`src/rtl/sfx_pkg.sv`:
```
// Shared types for the SN76477 effect sequencer: step record, FSM states,
// generator field widths and a step-record constructor for the effect table.
package sfx_pkg;

  localparam int SFX_LFO_W   = 10;
  localparam int SFX_NOISE_W = 12;
  localparam int SFX_VCO_W   = 12;
  localparam int SFX_MIX_W   = 3;
  localparam int SFX_DUR_W   = 6;

  typedef struct packed {
    logic [SFX_LFO_W-1:0]   lfo;
    logic [SFX_NOISE_W-1:0] noise;
    logic [SFX_VCO_W-1:0]   vco;
    logic                   vco_sel;
    logic                   noise_sel;
    logic                   lfo_shift;
    logic [SFX_MIX_W-1:0]   mixer;
    logic [SFX_DUR_W-1:0]   dur;
    logic                   last;
  } sfx_step_t;

  typedef enum logic [1:0] {
    ST_IDLE = 2'd0,
    ST_LOAD = 2'd1,
    ST_PLAY = 2'd2
  } sfx_state_t;

  function automatic sfx_step_t sfx_mk(
    input logic [SFX_LFO_W-1:0]   lfo,
    input logic [SFX_NOISE_W-1:0] noise,
    input logic [SFX_VCO_W-1:0]   vco,
    input logic                   vco_sel,
    input logic                   noise_sel,
    input logic                   lfo_shift,
    input logic [SFX_MIX_W-1:0]   mixer,
    input logic [SFX_DUR_W-1:0]   dur,
    input logic                   last
  );
    sfx_step_t s;
    s.lfo       = lfo;
    s.noise     = noise;
    s.vco       = vco;
    s.vco_sel   = vco_sel;
    s.noise_sel = noise_sel;
    s.lfo_shift = lfo_shift;
    s.mixer     = mixer;
    s.dur       = dur;
    s.last      = last;
    return s;
  endfunction

endpackage

```
`src/rtl/sfx_rom.sv`:
```
// Constant effect table: (effect, step) -> generator settings for that step.
// Effect 0 laser, 1 explosion, 2 siren, 3 alarm. A duration of 0 means 2^DUR_W ticks.
module sfx_rom
  import sfx_pkg::*;
#(
  parameter int EFF_W  = 2,
  parameter int STEP_W = 2
) (
  input  logic [EFF_W-1:0]  i_effect,
  input  logic [STEP_W-1:0] i_step,
  output sfx_step_t         o_rec
);

  // Table lookup; unused slots are silent and flagged as last.
  always_comb begin
    o_rec = sfx_mk(10'h000, 12'h000, 12'h000, 1'b0, 1'b0, 1'b0, 3'd0, 6'd0, 1'b1);
    case (int'(i_effect))
      0: case (int'(i_step))
        0: o_rec = sfx_mk(10'h000, 12'h000, 12'h300, 1'b0, 1'b0, 1'b0, 3'd1, 6'd3, 1'b0);
        1: o_rec = sfx_mk(10'h000, 12'h000, 12'h200, 1'b0, 1'b0, 1'b0, 3'd1, 6'd2, 1'b0);
        2: o_rec = sfx_mk(10'h000, 12'h000, 12'h100, 1'b0, 1'b0, 1'b0, 3'd1, 6'd2, 1'b1);
        default: ;
      endcase
      1: case (int'(i_step))
        0: o_rec = sfx_mk(10'h000, 12'h080, 12'h000, 1'b0, 1'b1, 1'b0, 3'd2, 6'd4, 1'b0);
        1: o_rec = sfx_mk(10'h000, 12'h200, 12'h000, 1'b0, 1'b1, 1'b0, 3'd2, 6'd0, 1'b0);
        2: o_rec = sfx_mk(10'h000, 12'h400, 12'h000, 1'b0, 1'b1, 1'b0, 3'd2, 6'd3, 1'b0);
        3: o_rec = sfx_mk(10'h000, 12'h800, 12'h000, 1'b0, 1'b1, 1'b0, 3'd2, 6'd2, 1'b0);
        default: ;
      endcase
      2: case (int'(i_step))
        0: o_rec = sfx_mk(10'h040, 12'h000, 12'h500, 1'b1, 1'b0, 1'b0, 3'd1, 6'd5, 1'b0);
        1: o_rec = sfx_mk(10'h080, 12'h000, 12'h500, 1'b1, 1'b0, 1'b1, 3'd1, 6'd5, 1'b1);
        default: ;
      endcase
      3: case (int'(i_step))
        0: o_rec = sfx_mk(10'h020, 12'h100, 12'h600, 1'b1, 1'b0, 1'b0, 3'd3, 6'd2, 1'b0);
        1: o_rec = sfx_mk(10'h020, 12'h100, 12'h700, 1'b1, 1'b0, 1'b0, 3'd4, 6'd2, 1'b0);
        2: o_rec = sfx_mk(10'h020, 12'h100, 12'h600, 1'b1, 1'b0, 1'b0, 3'd3, 6'd2, 1'b0);
        3: o_rec = sfx_mk(10'h020, 12'h100, 12'h700, 1'b1, 1'b1, 1'b1, 3'd5, 6'd1, 1'b1);
        default: ;
      endcase
      default: ;
    endcase
  end

endmodule

```
`src/rtl/sfx_sequencer.sv`:
```
// SN76477 sound-effect sequencer: arbitrates effect requests (highest index wins),
// walks the winning effect's steps from sfx_rom and drives the generator inputs.
module sfx_sequencer
  import sfx_pkg::*;
#(
  parameter int  NUM_REQ   = 4,
  parameter int  MAX_STEPS = 4,
  parameter int  DUR_W     = SFX_DUR_W,
  localparam int EFF_W     = (NUM_REQ > 1) ? $clog2(NUM_REQ) : 1,
  localparam int STEP_W    = (MAX_STEPS > 1) ? $clog2(MAX_STEPS) : 1
) (
  input  logic               clk,
  input  logic               reset_n,
  input  logic               tick,
  input  logic [NUM_REQ-1:0] req,
  output logic [9:0]         lfo_freq,
  output logic [11:0]        noise_freq,
  output logic [11:0]        vco_freq,
  output logic               vco_select,
  output logic               noise_select,
  output logic               lfo_shift,
  output logic [2:0]         mixer,
  output logic               busy,
  output logic [EFF_W-1:0]   effect_id
);

  sfx_state_t         r_state, w_state_nxt;
  logic [NUM_REQ-1:0] r_pending, w_pend, w_pend_nxt, w_clr;
  logic [EFF_W-1:0]   r_sel, w_hi;
  logic [STEP_W-1:0]  r_step;
  logic [DUR_W:0]     r_dur, w_dur_load;
  logic               w_any, w_last;
  logic               w_start, w_adv, w_done, w_commit, w_dec;
  sfx_step_t          w_rom;

  sfx_rom #(.EFF_W(EFF_W), .STEP_W(STEP_W)) u_rom (
    .i_effect (r_sel),
    .i_step   (r_step),
    .o_rec    (w_rom)
  );

  // A step ends the effect when flagged last or when the table row is exhausted.
  assign w_last     = w_rom.last || (r_step == STEP_W'(MAX_STEPS - 1));
  assign w_dur_load = (w_rom.dur == '0) ? ((DUR_W+1)'(1) << DUR_W) : (DUR_W+1)'(w_rom.dur);
  assign busy       = (r_state != ST_IDLE);

  // Highest-index request, counting pulses arriving this cycle so a request starts next cycle.
  always_comb begin
    w_pend = r_pending | req;
    w_any  = |w_pend;
    w_hi   = '0;
    for (int i = 0; i < NUM_REQ; i++) begin
      if (w_pend[i]) w_hi = EFF_W'(i);
    end
  end

  // Next state and step-control strobes; a start (incl. preemption/restart) beats a tick.
  always_comb begin
    w_state_nxt = r_state;
    w_start     = 1'b0;
    w_adv       = 1'b0;
    w_done      = 1'b0;
    w_commit    = 1'b0;
    w_dec       = 1'b0;
    case (r_state)
      ST_IDLE: w_start = w_any;
      ST_LOAD: begin
        if (w_any && (w_hi >= r_sel)) w_start  = 1'b1;
        else                          w_commit = 1'b1;
      end
      ST_PLAY: begin
        if (w_any && (w_hi >= r_sel)) begin
          w_start = 1'b1;
        end else if (tick) begin
          if (r_dur == (DUR_W+1)'(1)) begin
            if (w_last) w_done = 1'b1;
            else        w_adv  = 1'b1;
          end else begin
            w_dec = 1'b1;
          end
        end
      end
      default: w_done = 1'b1;
    endcase
    if (w_start)                w_state_nxt = ST_LOAD;
    else if (w_commit)          w_state_nxt = ST_PLAY;
    else if (w_adv)             w_state_nxt = ST_LOAD;
    else if (w_done)            w_state_nxt = ST_IDLE;
  end

  // Pending update: the started bit is consumed, but a fresh pulse on an already-queued bit re-queues it.
  always_comb begin
    w_clr      = w_start ? (NUM_REQ'(1) << w_hi) : '0;
    w_pend_nxt = (w_pend & ~w_clr) | (r_pending & req & w_clr);
  end

  // FSM state register.
  always_ff @(posedge clk or negedge reset_n) begin
    if (!reset_n) r_state <= ST_IDLE;
    else          r_state <= w_state_nxt;
  end

  // Pending bits, selected effect, step index and remaining-tick counter.
  always_ff @(posedge clk or negedge reset_n) begin
    if (!reset_n) begin
      r_pending <= '0;
      r_sel     <= '0;
      r_step    <= '0;
      r_dur     <= '0;
    end else begin
      r_pending <= w_pend_nxt;
      if (w_start) begin
        r_sel  <= w_hi;
        r_step <= '0;
      end else if (w_adv) begin
        r_step <= r_step + STEP_W'(1);
      end
      if (w_commit)   r_dur <= w_dur_load;
      else if (w_dec) r_dur <= r_dur - (DUR_W+1)'(1);
    end
  end

  // Generator outputs change only when a step is committed, or mixer drops at effect end.
  always_ff @(posedge clk or negedge reset_n) begin
    if (!reset_n) begin
      lfo_freq     <= '0;
      noise_freq   <= '0;
      vco_freq     <= '0;
      vco_select   <= 1'b0;
      noise_select <= 1'b0;
      lfo_shift    <= 1'b0;
      mixer        <= '0;
      effect_id    <= '0;
    end else if (w_commit) begin
      lfo_freq     <= w_rom.lfo;
      noise_freq   <= w_rom.noise;
      vco_freq     <= w_rom.vco;
      vco_select   <= w_rom.vco_sel;
      noise_select <= w_rom.noise_sel;
      lfo_shift    <= w_rom.lfo_shift;
      mixer        <= w_rom.mixer;
      effect_id    <= r_sel;
    end else if (w_done) begin
      mixer        <= '0;
    end
  end

endmodule

```
`config.mk`:
```
export PLATFORM = sky130hd
export DESIGN_NAME = sfx_sequencer
export DESIGN_NICKNAME = d
export VERILOG_FILES = /design/src/rtl/sfx_pkg.sv /design/src/rtl/sfx_rom.sv /design/src/rtl/sfx_sequencer.sv
export SDC_FILE = /design/constraint.sdc
export NUM_CORES = 1
export LEC_CHECK = 0
export ABC_AREA = 1
export CAP_MARGIN = 10
export CORE_ASPECT_RATIO = 1.4
export CORE_MARGIN = 2
export CORE_UTILIZATION = 59
export CTS_CLUSTER_SIZE = 40
export DETAILED_ROUTE_END_ITERATION = 12
export PLACE_DENSITY_LB_ADDON = 0.05
export RECOVER_POWER = 100
export SLEW_MARGIN = 20
export SYNTH_ARGS = -nofsm -noshare
export SYNTH_HDL_FRONTEND = slang
export SYNTH_HIERARCHICAL = 1
export SYNTH_SLANG_ARGS = --single-unit
```
`constraint.sdc`:
```
create_clock -name clk -period 5.8 [get_ports clk]
set_input_delay 1.16 -clock clk [delete_from_list [all_inputs] [get_ports clk]]
set_output_delay 1.16 -clock clk [all_outputs]
set_load 0.1 [all_outputs]
```
### After elaboration in Yosys (flattened, before gate mapping)

Index checks and enable logic that the tools add are counted.

| word-level totals | value |
|---|---|
| memories | 0 |
| output and inout port bits | 43 |
| bits in registers | 59 |
| latch bits | 0 |
| input bits | 7 |
| word-level logic and storage cells | 85 |
| RAM bits | 0 |
| ROM bits | 0 |

| cells by class | value |
|---|---|
| add/sub/neg operators | 2 |
| reduce and logical (&&, ||, !) cells | 15 |
| multiplexer cells | 38 |
| multiply operators | 0 |
| equal/unequal tests | 9 |
| bitwise operators | 6 |
| divide/modulo/power cells | 0 |
| shifts and indexed selects | 1 |
| $lt $le $gt $ge | 1 |

Operator list:

| cell | count |
|---|---|
| $pmux W47 S4 | 2 |
| $pmux W47 S3 | 1 |
| $pmux W45 S2 | 1 |
| $pmux W23 S3 | 1 |
| $mux W7 | 3 |
| $mux W1 | 17 |
| $mux W2 | 8 |
| $and A4 B4 Y4 | 3 |
| $eq A2 B2 Y1 const B | 5 |
| $or A4 B4 Y4 | 2 |
| $reduce_bool A2 Y1 | 4 |
| $eq A7 B1 Y1 const B | 1 |
| $sub A7 B1 Y7 const B | 1 |
| $eq A2 B1 Y1 const B | 3 |
| $logic_not A2 Y1 | 3 |
| $logic_not A6 Y1 | 1 |
| $mux W3 | 2 |
| $reduce_or A2 Y1 | 3 |
| $mux W4 | 1 |
| $not A4 Y4 | 1 |
| $pmux W1 S2 | 2 |
| $reduce_bool A4 Y1 | 1 |
| $reduce_or A4 Y1 | 1 |
| $shl A1 B2 Y4 const A | 1 |
| 4 further kinds | 4 |

### Logic depth before layout (Yosys ltp)

Gate-level depths: netlist of the first run.

| depth | value |
|---|---|
| depth in word-level cells | 14 |
| gate-level depth with buffers | 14 |
| depth with buffers taken out | 14 |

### By module

The synthesis of the first run kept the hierarchy.

Modules (own cells, without submodules):

| module | seq. area each (um2) | area each (um2) | instances | cells each |
|---|---|---|---|---|
| sfx_sequencer | 1476.4 | 2715.1 | 1 | 332 |
| sfx_rom | 0.0 | 404.1 | 1 | 74 |

### Worst setup path before layout of the first run

Ideal clock, no wire load.

| timing | value |
|---|---|
| kind | input port to flip-flop |
| start point | input req[1] |
| end point | register r_state[1] |
| stages | 13 |
| library setup time | 65 ps |
| path slack | 3153 ps |
| data arrival time | 2582 ps |
| required time | 5735 ps |
| cells stage by stage | nor2_2 -> nor3_1 -> nor3_1 -> ha_1 -> nand2_1 -> nand3_1 -> nand2_1 -> nand2_1 -> nand2_2 -> nand2_1 -> inv_1 -> nand3_1 -> nand2_1 |

| between the ends | value |
|---|---|
| cells in the longest elaborated chain, start to end | 11 |

Ends and longest elaborated chain:

| item | RTL line | text |
|---|---|---|
| start, declared | sfx_sequencer.sv:15 | `input logic [NUM_REQ-1:0] req,` |
| $or A4 B4 Y4 * | sfx_sequencer.sv:49 | `w_pend = r_pending \| req;` |
| $mux W1 | sfx_sequencer.sv:53 | `if (w_pend[i]) w_hi = EFF_W'(i);` |
| $mux W2 (2 in a row) | sfx_sequencer.sv:53 |  |
| $ge A2 B2 Y1 | sfx_sequencer.sv:68, sfx_sequencer.sv:72 |  |
| $logic_and A1 B1 Y1 | sfx_sequencer.sv:68, sfx_sequencer.sv:72 |  |
| $mux W1 | sfx_sequencer.sv:72 | `if (w_any && (w_hi >= r_sel)) begin` |
| $mux W1 | sfx_sequencer.sv:65 | `case (r_state)` |
| $mux W2 | sfx_sequencer.sv:87 | `else if (w_adv) w_state_nxt = ST_LOAD;` |
| $mux W2 | sfx_sequencer.sv:86 | `else if (w_commit) w_state_nxt = ST_PLAY;` |
| $mux W2 | sfx_sequencer.sv:85 | `if (w_start) w_state_nxt = ST_LOAD;` |
| end signal, assigned | sfx_sequencer.sv:100 | `else r_state <= w_state_nxt;` |
| end, declared | sfx_sequencer.sv:27 | `sfx_state_t r_state, w_state_nxt;` |

Mark *: on every way between the ends. The rest lies on a longest branch, timed or not.
A chain may end at the register's enable or synchronous reset.

### Worst setup path after layout of the first run

| timing | value |
|---|---|
| start point | input req[1] |
| end point | register r_dur[6] |

| between the ends | value |
|---|---|
| cells in the longest elaborated chain, start to end | 9 |

Ends and longest elaborated chain:

| item | RTL line | text |
|---|---|---|
| $or A4 B4 Y4 * | sfx_sequencer.sv:49 |  |
| $mux W1 | sfx_sequencer.sv:53 |  |
| $mux W2 (2 in a row) | sfx_sequencer.sv:53 |  |
| $ge A2 B2 Y1 | sfx_sequencer.sv:68, sfx_sequencer.sv:72 |  |
| $logic_and A1 B1 Y1 * | sfx_sequencer.sv:68, sfx_sequencer.sv:72 |  |
| $mux W1, on equally long branches | sfx_sequencer.sv:68, sfx_sequencer.sv:72 |  |
| $mux W1 | sfx_sequencer.sv:65 |  |
| $mux W7 or $reduce_bool A2 Y1 (tied branches) | - |  |
| end signal, assigned | sfx_sequencer.sv:118 | `if (w_commit) r_dur <= w_dur_load;` |
| end signal, assigned | sfx_sequencer.sv:119 | `else if (w_dec) r_dur <= r_dur - (DUR_W+1)'(1);` |
| end, declared | sfx_sequencer.sv:31 | `logic [DUR_W:0] r_dur, w_dur_load;` |

Marks and branches as above.

==> results.rst, run 1 <==
.. list-table::
   :header-rows: 1

   * - Metric
     - Value
   * - Violations in the final reports
     - capacitance limit, slew limit
   * - Routed via count divided by cell count
     - 4.80
   * - Most common library cell in the layout ignoring fill and taps
     - nand2_1
   * - Number of buffers added on ports
     - 49
   * - Critical path data arrival time
     - ~4.3 ns
   * - Length in cells of the worst reg-to-reg path
     - 13
   * - Number of antenna violations at the first check in global routing
     - 0
   * - Maximum net fanout on the critical path
     - 54
   * - Gate count after technology mapping
     - about 400
   * - CP top delay family
     - simple AND/OR/NAND/NOR gates
   * - RSZ-0062 raised after global routing
     - false
   * - Chip height
     - between 90 and 100 um
   * - Final hold viol count
     - 0
   * - Fraction of layout cells with a size suffix above 1
     - a little under 5%
   * - # H-tree levels
     - 3
   * - WL per Instance
     - 11.6 um
   * - Layout area overhead
     - 18.3%
   * - Footprint of the multi-input gates
     - 0.00131 mm^2
   * - Adder-cell share of the synthesized area
     - 3.61%
   * - Buffers inserted by post-CTS timing repair
     - 0
   * - Total I/O pin count
     - 50
   * - Clock tree from TritonCTS
     - built
   * - Total of fill cells in the finished design
     - ~450
   * - Number of endpoints failing setup at the final stage
     - 0
   * - Peak clock frequency supported by timing
     - roughly 250 MHz
   * - Starting density of the core
     - between 60 and 70%
   * - Die width
     - between 60 and 70 um
   * - Setup TNS
     - 0 ns
   * - Area of all sequential standard cells
     - 0.00148 mm^2
   * - Period minus WS final
     - 4.02 ns
   * - Crit path largest cell delay
     - 0.64 ns
   * - Largest net degree at the start of global routing
     - 60
   * - Post-detailed-placement half-perimeter wirelength
     - approximately 4100 um
   * - Critical path buffers and inverters
     - 2
   * - Clock Tree Root
     - clkbuf_8
   * - Run status
     - finished with violations
   * - Clock slew seen by the registers of the worst setup and hold paths
     - about 0.070 ns
   * - Portion of the post-synthesis area used by sequential elements
     - 47.3%
   * - Via count of the first global-routing pass
     - approximately 2400
   * - Hold bufs inserted after CTS
     - 0
   * - GR Overflow Total
     - 0
   * - Placer congestion estimate
     - approximately 0.91
   * - Top Layer Used
     - met4
   * - Simple-gate area share of the yosys netlist
     - between 30 and 40%
   * - Slew headroom
     - -103%
   * - Crit. End Element
     - flip-flop
   * - Slew @ Worst Pin
     - between 3 and 4 ns
   * - Final nets
     - 469
   * - Synth Area in Compound Gates
     - 4.21%
   * - Number of remaining DRC errors
     - 0
   * - Slack of the worst reg-to-reg path
     - roughly 2.8 ns
   * - Maximum number of buffers from clock root to sink
     - 2
   * - Skew final
     - 0.0102 ns
   * - Later-pin clock latency in the skew report
     - 0.34 ns
   * - Worst Setup Path Type
     - input pin to flip-flop
   * - Total via count in the routed design
     - about 2500
   * - Routed Wire Length
     - 6080 um
   * - Core region area
     - between 0.005 and 0.006 mm^2
   * - Count of instances resized after the clock tree is built
     - 0
   * - Drt first pass iters
     - 4
   * - Dominant combinational cell family by area after synthesis
     - simple AND/OR/NAND/NOR gates
   * - Synth Register Bits
     - 59
   * - Fin crit share
     - 69.4%
   * - Pins over their slew limit
     - 60
   * - Most frequent cells in the layout
     - 185 x nand2_1, 59 x dfrtp_1, 44 x dlygate4sd3_1, 31 x inv_1, 26 x conb_1
   * - Slowest library cell on the worst path
     - clkinv_2
   * - Wire length of the first global-routing pass
     - about 11000 um
   * - Worst hold path stage count
     - 2
   * - Count of antenna-violating nets left after detailed routing
     - 0
   * - Ant diodes
     - 0
   * - Routed metal-1 wire length
     - ~2700 um
   * - Std-Cell Rows
     - 31
   * - Average cell area after synthesis
     - approximately 7.7 um^2
   * - Wire length on met3
     - about 270 um
   * - Die Area
     - 0.00589 mm^2
   * - Met2 WL post-DR
     - 3030 um
   * - Most numerous cell on the critical path
     - nand2_1
   * - Max_cap viols
     - 1
   * - Kind of launch point of the worst setup path
     - input pin
   * - Combined area of all synthesized cells
     - 0.00312 mm^2
   * - Chain of cells forming the critical path
     - dlygate4sd3_1 > nor2_1 > nor3_1 > nor3_1 > ha_1 > nand2_1 > nand3_1 > o21ai_0 > nand2_4 > clkinv_2 > nand2_1 > nand2_1 > nand2_1 > nand2_1
   * - Total GRT Usage
     - about a quarter
   * - Synth Area in XOR/XNOR
     - 1.40%
   * - Post-synthesis cell type count
     - 27
   * - Crit. path cell count
     - 14
   * - Number of CTS-inserted buffers
     - 9
   * - Syn. warnings
     - 6
   * - Post-synthesis mux area share
     - 0%
   * - Class of the tightest hold or removal check
     - flip-flop to flip-flop
   * - Initial DRC count
     - roughly 150
   * - Worst Path Required
     - just over 6 ns
   * - Clock sink count
     - 59
-- per-layer routing --
metal  vias to the layer above  track usage, %
li1                       1280               -
met5                         -               0
met1                      1144            29.6
met4                         0            9.38
met3                        11            5.63
met2                        68            37.8
-- kinds of logic (layout without fill, tap and decap cells) --
family,Yosys count,after routing
and+or+nand+nor,237,237
buffers and inverters,72,97
DFF,59,59
AOI/OAI and AO/OA,23,23
adders and majority gates,9,9
xor gates and xnor gates,5,5
other,1,26
-- flip-flops by register name (all words and copies together), names as in the netlist --
| name | count |
|---|---|
| effect_id | 2 |
| lfo_freq | 10 |
| lfo_shift | 1 |
| mixer | 3 |
| noise_freq | 12 |
| noise_select | 1 |
| r_dur | 7 |
| r_pending | 4 |
| r_sel | 2 |
| r_state | 2 |
| r_step | 2 |
| vco_freq | 12 |
| vco_select | 1 |
-- through the flow --
stage / hold WS (ns) / instances / setup slack [ns] / instance area, um^2 / utilization [%]
floorplan: 0.489 / 431 / 3.15 / 3210 / -
global placement: 0.464 / 508 / 1.79 / 3510 / 68.5
detailed placement: 0.465 / 508 / 1.70 / 3510 / 68.5
CTS: 0.483 / 522 / 2.07 / 3710 / 72.4
global route: 0.499 / 522 / 1.39 / 3690 / 72.0
finish: 0.473 / 522 / 1.78 / 3690 / 72.0
-- area by class of cell --
| cell class | count | area share, % |
|---|---|---|
| flip-flops and latches | 59 | 40.0 |
| inverters | 33 | 3.43 |
| repair buffers | 50 | 13.3 |
| clock buffers | 12 | 4.48 |
| well taps | 66 | 2.24 |
| multi-input cells | 300 | 35.6 |
| clock inverters | 2 | 0.950 |
-- worst paths after layout --
kind                               from     endpoint
max                              req[1]     r_dur[6]
min in group asynchronous       reset_n  lfo_freq[0]
max in group asynchronous       reset_n     r_dur[5]
max reg2reg                r_pending[1]     r_dur[6]
min reg2reg                 lfo_freq[3]  lfo_freq[3]
min                         lfo_freq[3]  lfo_freq[3]
-- worst min-delay path: stages (launching register included) --
cell,delay (ns)
dfrtp_1,0.33
nand2_1,0.05
nand2_1,0.05
-- Yosys cell counts, drive strengths merged --
cell    count  area (um^2)
or2         1         6.26
o21ai      19          110
inv        31          116
and2        1         6.26
nand2     187          714
conb        1         3.75
nor3        3         15.0
nor2       25         98.8
xor2        4         35.0
buf        36          269
ha          9          113
xnor2       1         8.76
clkinv      2         10.0
a31oi       1         6.26
clkbuf      3         11.3
dfrtp      59         1480
a21oi       3         15.0
nand4       3         18.8
nand3      17         85.1
Power of run 1 is not shown: default switching activity piles up to over one toggle a cycle in this logic, so the estimate is an artifact.
==> run 2: changes to the inputs <==
--- a/config.mk
+++ b/config.mk
@@ -9,7 +9,7 @@
 export CAP_MARGIN = 10
 export CORE_ASPECT_RATIO = 1.4
 export CORE_MARGIN = 2
-export CORE_UTILIZATION = 59
+export CORE_UTILIZATION = 55
 export CTS_CLUSTER_SIZE = 40
 export DETAILED_ROUTE_END_ITERATION = 12
 export PLACE_DENSITY_LB_ADDON = 0.05
==> constraint.sdc (replaced) <==
create_clock -name clk -period 3.95 [get_ports clk]
set_input_delay 0.79 -clock clk [delete_from_list [all_inputs] [get_ports clk]]
set_output_delay 0.79 -clock clk [all_outputs]
set_load 0.1 [all_outputs]
==> results.rst, run 2 (synthesis results as in run 1) <==
.. list-table::
   :header-rows: 1

   * - Metric
     - Value
   * - Core region area
     - between 0.005 and 0.006 mm^2
   * - Reg-to-reg endpoint
     - r_state[0]
   * - Drt first pass iters
     - 4
   * - Die Area
     - 0.00630 mm^2
   * - Fin crit share
     - a little over four fifths
   * - Worst Path Required
     - between 4 and 5 ns
   * - Buffers inserted by post-CTS timing repair
     - 0
   * - Worst R2R Start
     - r_pending[1]
   * - WL per Instance
     - ~11 um
   * - Slew @ Worst Pin
     - 1.46 ns
   * - Worst Setup Path Type
     - input pin to flip-flop
   * - GR Overflow Total
     - 0
   * - Hold Path Sink
     - noise_freq[10]
   * - Final standard cell count with taps included and fillers excluded
     - ~530
   * - Clock sink count
     - 59
   * - Total via count in the routed design
     - roughly 2500
   * - Inst Count DP
     - slightly above 500
   * - Number of buffers added on ports
     - 49
   * - Peak clock frequency supported by timing
     - 302 MHz
   * - Period minus WS final
     - about 3.3 ns
   * - Setup TNS
     - 0 ns
   * - Std-Cell Rows
     - 32
   * - Ant diodes
     - 0
   * - Largest net degree at the start of global routing
     - 40
   * - Maximum net fanout on the critical path
     - 39
   * - Later-pin clock latency in the skew report
     - between 0.3 and 0.4 ns
   * - Post-detailed-placement half-perimeter wirelength
     - between 4000 and 5000 um
   * - Clock Tree Root
     - clkbuf_8
   * - Kind of launch point of the worst setup path
     - input pin
   * - Run status
     - complete, no violations
   * - Slack of the worst reg-to-reg path
     - approximately 1.2 ns
   * - Skew final
     - approximately 0.0074 ns
   * - Chip height
     - 93.1 um
   * - RSZ-0062 raised after global routing
     - false
   * - Wire length of the first global-routing pass
     - ~10000 um
   * - # H-tree levels
     - 3
   * - Routed Wire Length
     - around 6000 um
   * - Number of remaining DRC errors
     - 0
   * - Count of instances resized after the clock tree is built
     - 0
   * - Largest registers ranked by flip-flop count
     - noise_freq (12), vco_freq (12), lfo_freq (10)
   * - Pins over their slew limit
     - 0
   * - Die width
     - 67.6 um
   * - Count of antenna-violating nets left after detailed routing
     - 0
   * - Hold bufs inserted after CTS
     - 0
   * - Beginning of the worst hold path
     - noise_freq[10]
   * - Most common library cell in the layout ignoring fill and taps
     - nand2_1
   * - Slew headroom
     - between 2 and 2.5%
   * - Total GRT Usage
     - a little over a fifth
   * - Crit. End Element
     - flip-flop
   * - Worst hold path stage count
     - 2
   * - Most frequent cells in the layout
     - 186 x nand2_1, 59 x dfrtp_1, 43 x dlygate4sd3_1, 31 x inv_1, 26 x conb_1
   * - Layout area overhead
     - 18.5%
   * - Starting density of the core
     - a little under three fifths
   * - Total of fill cells in the finished design
     - roughly 480
   * - Final nets
     - about 470
   * - Number of CTS-inserted buffers
     - 9
   * - Maximum number of buffers from clock root to sink
     - 2
   * - Placer congestion estimate
     - between 0.8 and 0.9
   * - Fraction of layout cells with a size suffix above 1
     - between 5 and 6%
   * - Max_cap viols
     - 0
   * - Clock slew seen by the registers of the worst setup and hold paths
     - 0.06 ns
   * - Via count of the first global-routing pass
     - approximately 2400
   * - Initial DRC count
     - around 160
   * - Footprint of the multi-input gates
     - approximately 0.0013 mm^2
   * - Routed via count divided by cell count
     - between 4 and 5
   * - Number of antenna violations at the first check in global routing
     - 0
   * - Length in cells of the worst reg-to-reg path
     - 13
   * - Number of endpoints failing setup at the final stage
     - 0
   * - Clock tree from TritonCTS
     - built
   * - Final hold viol count
     - 0
   * - Critical path data arrival time
     - 3.59 ns
   * - Class of the tightest hold or removal check
     - flip-flop to flip-flop
   * - Area of all sequential standard cells
     - 0.00148 mm^2
   * - Total I/O pin count
     - 50
==> run 2: through the flow <==
step / instance area, um^2 / worst slack (ns) / utilization [%] / hold WS, ns
6_report: 3700 / 0.635 / 67.4 / 0.469
5_1_grt: 3700 / 0.374 / 67.4 / 0.501
4_1_cts: 3710 / 0.867 / 67.6 / 0.463
3_5_place_dp: 3530 / 0.580 / 64.3 / 0.466
3_3_place_gp: 3530 / 0.706 / 64.3 / 0.462
2_1_floorplan: 3210 / 1.67 / - / 0.489
==> run 2: layout make-up <==
type                            count  share of cell area [%]
Clock inverter                      3                    1.08
Sequential cell                    59                    39.9
Multi-Input combinational cell    300                    35.7
Inverter                           33                    3.42
Timing Repair Buffer               52                    13.7
Clock buffer                       11                    3.83
Tap cell                           68                    2.30
==> run 2: worst max-delay path by stage <==
stage,from,to,depth (start not counted),slack (ns)
3_5_place_dp,req[1],r_state[1],14,0.58
4_1_cts,r_state[0],busy,4,0.87
3_3_place_gp,req[3],r_state[1],13,0.71
6_report,req[1],r_state[0],14,0.64
5_1_grt,req[1],r_state[1],14,0.37
2_1_floorplan,req[1],r_state[1],13,1.67
==> run 2: per-layer routing <==
metal | track usage (%) | vias to the layer above | share of wire, %
met2 | 36.8 | 54 | 50
met3 | 4.57 | 10 | 4.0
met4 | 10.7 | 0 | 1.8
met1 | 25.4 | 1181 | 44
met5 | 0 | - | 0
li1 | - | 1287 | -
==> run 2: critical path: stages <==
cell and delay, ns:
clkdlybuf4s50_1 0.43, nor2_2 0.17, nor3_1 0.06, nor3_1 0.25, ha_1 0.18, nand2_1 0.04, nand3_1 0.14, o21ai_4 0.09
nand2_1 0.40, buf_4 0.44, nand2_1 0.10, nor2_1 0.27, nand3_1 0.12, nand2_1 0.08
Power of run 2 is left out for the same reason.
